==> src/rtl/instr_fetch_unit_pkg.sv <==
// Shared constants and FSM encoding for the instruction fetch unit.
package instr_fetch_unit_pkg;

  localparam int WORD              = 32;
  localparam int INSTR_WORDS       = 3;
  localparam int IFU_DEPTH_DEFAULT = 1024;

  typedef enum logic [1:0] {
    IDLE  = 2'd0,
    ISSUE = 2'd1,
    WAIT  = 2'd2,
    DRAIN = 2'd3
  } ifu_state_t;

endpackage

==> src/rtl/instr_fetch_unit.sv <==
// Instruction fetch responder: reads three consecutive program words for a PC
// and returns them together, with flush/drain handling and a range check.
module instr_fetch_unit #(
  parameter int WORD            = 32,
  parameter int MEM_DEPTH       = 1024,
  parameter int MAX_OUTSTANDING = 3
) (
  input  logic            clk,
  input  logic            rst,
  input  logic            fetch_req,
  input  logic [WORD-1:0] fetch_addr,
  input  logic            flush,
  output logic            fetch_busy,
  output logic            fetch_done,
  output logic            fetch_err,
  output logic [WORD-1:0] instr,
  output logic [WORD-1:0] imm,
  output logic [WORD-1:0] imm2,
  output logic            mem_re,
  output logic [WORD-1:0] mem_addr,
  input  logic [WORD-1:0] mem_rdata,
  input  logic            mem_rvalid
);

  import instr_fetch_unit_pkg::*;

  localparam int              CNT_W     = $clog2(MAX_OUTSTANDING + 1);
  localparam logic [WORD-1:0] LAST_BASE = WORD'(MEM_DEPTH - INSTR_WORDS);
  localparam logic [1:0]      ISSUE_END = 2'(INSTR_WORDS);
  localparam logic [1:0]      CAP_LAST  = 2'(INSTR_WORDS - 1);

  ifu_state_t       state, state_n;
  logic [WORD-1:0]  base, base_n;
  logic [1:0]       issue_idx, issue_n;
  logic [1:0]       cap_idx, cap_n;
  logic [CNT_W-1:0] outstanding, outstanding_n;
  logic [WORD-1:0]  cap0, cap0_n, cap1, cap1_n;
  logic [WORD-1:0]  instr_n, imm_n, imm2_n, mem_addr_n;
  logic             mem_re_n, done_n, err_n;
  logic             aborting, rd_retire;

  assign fetch_busy = (state != IDLE);

  // Next-state logic; the first two words are staged in cap0/cap1 so the
  // visible outputs only change when the whole fetch commits.
  always_comb begin
    state_n    = state;
    base_n     = base;
    issue_n    = issue_idx;
    cap_n      = cap_idx;
    cap0_n     = cap0;
    cap1_n     = cap1;
    instr_n    = instr;
    imm_n      = imm;
    imm2_n     = imm2;
    mem_re_n   = 1'b0;
    mem_addr_n = mem_addr;
    done_n     = 1'b0;
    err_n      = 1'b0;
    aborting   = 1'b0;
    rd_retire  = mem_rvalid && (state != IDLE) && (outstanding != '0);

    case (state)
      IDLE: begin
        if (fetch_req && !flush) begin
          if (fetch_addr <= LAST_BASE) begin
            base_n     = fetch_addr;
            mem_re_n   = 1'b1;
            mem_addr_n = fetch_addr;
            issue_n    = 2'd1;
            cap_n      = 2'd0;
            state_n    = ISSUE;
          end else begin
            err_n = 1'b1;
          end
        end
      end
      ISSUE, WAIT: begin
        if (flush) begin
          aborting = 1'b1;
        end else begin
          if (state == ISSUE) begin
            if (issue_idx == ISSUE_END) begin
              state_n = WAIT;
            end else begin
              mem_re_n   = 1'b1;
              mem_addr_n = base + WORD'(issue_idx);
              issue_n    = issue_idx + 2'd1;
            end
          end
          if (mem_rvalid) begin
            cap_n = cap_idx + 2'd1;
            if (cap_idx == CAP_LAST) begin
              instr_n = cap0;
              imm_n   = cap1;
              imm2_n  = mem_rdata;
              done_n  = 1'b1;
              state_n = IDLE;
            end else if (cap_idx == 2'd0) begin
              cap0_n = mem_rdata;
            end else begin
              cap1_n = mem_rdata;
            end
          end
        end
      end
      default: ;
    endcase

    outstanding_n = outstanding + CNT_W'(mem_re_n) - CNT_W'(rd_retire);

    // An aborted fetch leaves only once every issued read has come back.
    if (aborting || state == DRAIN) begin
      state_n = (outstanding_n == '0) ? IDLE : DRAIN;
    end
  end

  always_ff @(posedge clk) begin
    if (rst) begin
      state       <= IDLE;
      base        <= '0;
      issue_idx   <= '0;
      cap_idx     <= '0;
      outstanding <= '0;
      cap0        <= '0;
      cap1        <= '0;
      instr       <= '0;
      imm         <= '0;
      imm2        <= '0;
      mem_re      <= 1'b0;
      mem_addr    <= '0;
      fetch_done  <= 1'b0;
      fetch_err   <= 1'b0;
    end else begin
      state       <= state_n;
      base        <= base_n;
      issue_idx   <= issue_n;
      cap_idx     <= cap_n;
      outstanding <= outstanding_n;
      cap0        <= cap0_n;
      cap1        <= cap1_n;
      instr       <= instr_n;
      imm         <= imm_n;
      imm2        <= imm2_n;
      mem_re      <= mem_re_n;
      mem_addr    <= mem_addr_n;
      fetch_done  <= done_n;
      fetch_err   <= err_n;
    end
  end

endmodule

==> config.mk <==
export PLATFORM = sky130hd
export DESIGN_NAME = instr_fetch_unit
export DESIGN_NICKNAME = d
export VERILOG_FILES = /design/src/rtl/instr_fetch_unit_pkg.sv /design/src/rtl/instr_fetch_unit.sv
export SDC_FILE = /design/constraint.sdc
export NUM_CORES = 1
export LEC_CHECK = 0
export ABC_AREA = 1
export BUFFER_PORTS_ARGS = -buffer_cell sky130_fd_sc_hd__buf_2
export CAP_MARGIN = 0
export CORE_MARGIN = 1.5
export CORE_UTILIZATION = 59
export DETAILED_ROUTE_END_ITERATION = 8
export MAX_ROUTING_LAYER = met4
export PLACE_DENSITY = 0.85
export SETUP_SLACK_MARGIN = 0.3
export SLEW_MARGIN = 20
export SYNTH_ARGS = -nofsm -noshare
export SYNTH_HDL_FRONTEND = slang
export SYNTH_SLANG_ARGS = --single-unit
==> constraint.sdc <==
create_clock -name clk -period 5.79 [get_ports clk]
set_clock_uncertainty 0.05 [all_clocks]
set_input_delay 0.2895 -clock clk [delete_from_list [all_inputs] [get_ports clk]]
set_output_delay 0.2895 -clock clk [all_outputs]
set_load 0.05 [all_outputs]
==> impl_metrics.toml <==
[run_status]
status = "completed"

[final_layout]
layout.nets = 1642
diodes = 0
layout-drive-gt1-share_pct = 18.25
final_util_pct = 74.30
syn_to_final_growth_pct = 22.01
final_cell_area_um2 = 11930

[detailed_routing]
vias_per_cell = 5.279
first_iter_violations = 814
vias = 9471
antenna_left = 0
wl_per_cell_um = 14.46
drt_wl_total_mm = 25.94
first_pass_iters = 5
drc = 0

[setup_path]
crit_path_max_incr_delay_ns = 0.34
worst-path-buf-inv = 4
crit_arrival_ns = 3.41
path_cells = "inv_1 > ha_1 > inv_1 > nor2_1 > nand3_1 > buf_4 > nand2_1 > nand2_1 > ha_1 > inv_1 > ha_1 > or2_2 > nand3_1 > a21oi_1 > nand3_1 > nand2_1 > nor2_1"
setup.worst_path.class = "register to register"
cp-end-kind = "register"
required_ns = 6.22
path_delay_family = "simple AND/OR/NAND/NOR gates"
critPathSlowestCell = "dfxtp_1"
cp-start-kind = "register"
crit_fanout = 39

[pwr]
power.density_nw_per_um2 = 279.6
irDropWorstVdd_mv = 0.2466
p_leak_uw = 0.005587

[floorplan]
pin_count = 201
core_um2 = 16060
dieArea_um2 = 17360
die_y_um = 131.7
dieWidth_um = 131.7
rows = 46
initial_core_util_pct = 60.90

[timing]
period_share_pct = 51.51
whs_ns = 0.01928
setup_slack_ns = 2.808
setup_tns_ns = 0
setup_violations = 0
finalHoldViolCount = 0
slew_headroom_pct = 39.95
min_period_ns = 2.982
tightest_slew_ns = 0.9007
slew_viol_final = 0
rsz0062_at_grt = "false"
fmax_ghz = 0.3353

[global_routing]
grt_pass1_wl_mm = 42.17
grt_overflow = 0
antenna_found_initial = 0
grt_max_degree = 113
gr-usage-all-layers_pct = 29.96
grt_pass1_vias = 8684

[placement]
place_area_um2 = 10780
dpl_worst_slack_ns = 2.892
routabilityCongestion = 0.9318
dpl.hpwl_mm = 16.03
portBuffers = 200

[synthesis]
ys_types = 37
syn_area_per_cell_um2 = 7.164
synthFlopType = "dfxtp_1"
synth_nets = 1447
synthTopCellsByArea = "dfxtp_1 48%, nor2_1 16%, o21ai_0 9.0%"
synth_edf_count = 0
synth_top_area_share_pct = 48.11
netlist_area_um2 = 9779
async_flop_share_pct = 0
syn_inst = 1365
synth_seq_cells = 235
synth_area_leader_cell = "dfxtp_1"
synth_warnings = 0
synth-seq-area-share_pct = 48.11

[clocking]
cts_max_level = 1
cts_sinks = 235
cts_buffers = 25
cts_resized = 0
cts_tree = "done"
clkTransAtPathRegs_ns = 0.06
clock-root-buffer = "clkbuf_16"
clk_latency_ns = 0.54
clock_path_buffers = 3

[job]
maxCapViolations = 0

[worst_hold_path]
hold_class = "input pin to register"
[cell usage after synthesis, types with 2 or more instances]
library cell,n
a21oi_1,35
a21oi_2,15
a31o_2,2
buf_2,24
buf_6,2
clkbuf_1,46
dfxtp_1,235
ha_1,12
inv_1,83
inv_2,4
mux2i_1,4
nand2_1,215
nand2_2,7
nand3_1,39
nand3b_1,7
nand4_1,6
nor2_1,413
nor2_2,5
nor2_4,2
nor3_1,4
o21ai_0,175
o21ai_1,2
o22ai_1,3
or2_2,2
xnor2_1,5
xor2_1,7
[timing repair]
action	4_1_cts	5_1_grt
hold endpoints to repair	64	0
buffers inserted	0	0
hold buffers	34	0
[cell type report]
type | instances | area, um2
multi-input cells | 968 | 4409
fillers | 1240 | 4126
clock buffers | 36 | 686.9
repair buffers | 243 | 1409
clock inverters | 9 | 122.6
flip-flops and latches | 235 | 4705
inverters | 87 | 329.1
well taps | 216 | 270.3
[where the power goes]
part / internal (uW) / switching, uW / total (uW)
registers: 1620 / 3.01 / 1630
clock network: 923 / 659 / 1580
logic: 50.4 / 77.5 / 128
[registers in the layout, summed over array words and instances, names as in the netlist]
| register | flops |
|---|---|
| fetch_err | 1 |
| cap0 | 32 |
| mem_addr | 32 |
| issue_idx | 2 |
| mem_re | 1 |
| outstanding | 2 |
| imm2 | 32 |
| cap_idx | 2 |
| state | 2 |
| cap1 | 32 |
| imm | 32 |
| instr | 32 |
| fetch_done | 1 |
| base | 32 |
[layer usage]
metal	vias up	GRT usage [%]	part of all wire [%]
met2	364	48.63	48
met1	4361	38.79	43
met3	56	4.114	6.8
met4	0	9.938	2.7
li1	4690	-	-
met5	-	-	0
[worst register-to-register path: stages (launching register included)]
cell     delay [ns]
dfxtp_1        0.34
inv_1          0.13
ha_1           0.29
inv_1          0.12
nor2_1         0.20
nand3_1        0.11
buf_4          0.27
nand2_1        0.11
nand2_1        0.07
ha_1           0.28
inv_1          0.04
ha_1           0.18
or2_2          0.31
nand3_1        0.10
a21oi_1        0.07
nand3_1        0.08
nand2_1        0.05
nor2_1         0.11
[per-stage QoR]
stage / power [uW] / cells
2_1_floorplan: 1722 / 1365
3_3_place_gp: 1766 / 1715
3_5_place_dp: 1767 / 1715
4_1_cts: 3351 / 1794
5_1_grt: 3430 / 1794
6_report: 3336 / 1794
[layout by cell type, fill, tap and decap left out, drive strengths merged, types with 4 or more instances in the layout]
| master | synthesis | final |
|---|---|---|
| xor2 | 7 | 7 |
| a21oi | 50 | 50 |
| dfxtp | 235 | 235 |
| nand3b | 7 | 7 |
| nand2 | 223 | 223 |
| dlygate4sd3 | 0 | 34 |
| ha | 12 | 12 |
| mux2i | 4 | 4 |
| clkbuf | 46 | 36 |
| buf | 29 | 209 |
| o21ai | 177 | 177 |
| nand3 | 40 | 40 |
| xnor2 | 5 | 5 |
| inv | 87 | 89 |
| nand4 | 6 | 6 |
| nor2 | 421 | 421 |
| nor3 | 4 | 4 |
[cell families after synthesis]
logic type | Yosys count | synth area share, %
buffers and inverters | 162 | 6.832
and+or+nand+nor | 706 | 29.20
muxes | 4 | 0.4094
adders and majority gates | 13 | 1.740
DFF | 235 | 48.11
xor gates and xnor gates | 12 | 1.075
AOI/OAI and AO/OA | 233 | 12.64
[path summary, 6_finish.rpt]
kind / depth (start not counted) / startpoint / slack, ns / endpoint
setup reg to reg: 17 / state[1]$_SDFFE_PP0P_ / 2.81 / state[1]$_SDFFE_PP0P_
setup / recovery: 17 / state[1]$_SDFFE_PP0P_ / 2.81 / state[1]$_SDFFE_PP0P_
hold reg to reg: 2 / mem_addr[31]$_SDFFE_PP0P_ / 0.42 / mem_addr[31]$_SDFFE_PP0P_
hold / removal: 3 / fetch_addr[7] / 0.02 / base[7]$_SDFFE_PP0P_
Power figures use the tool's default switching activity.
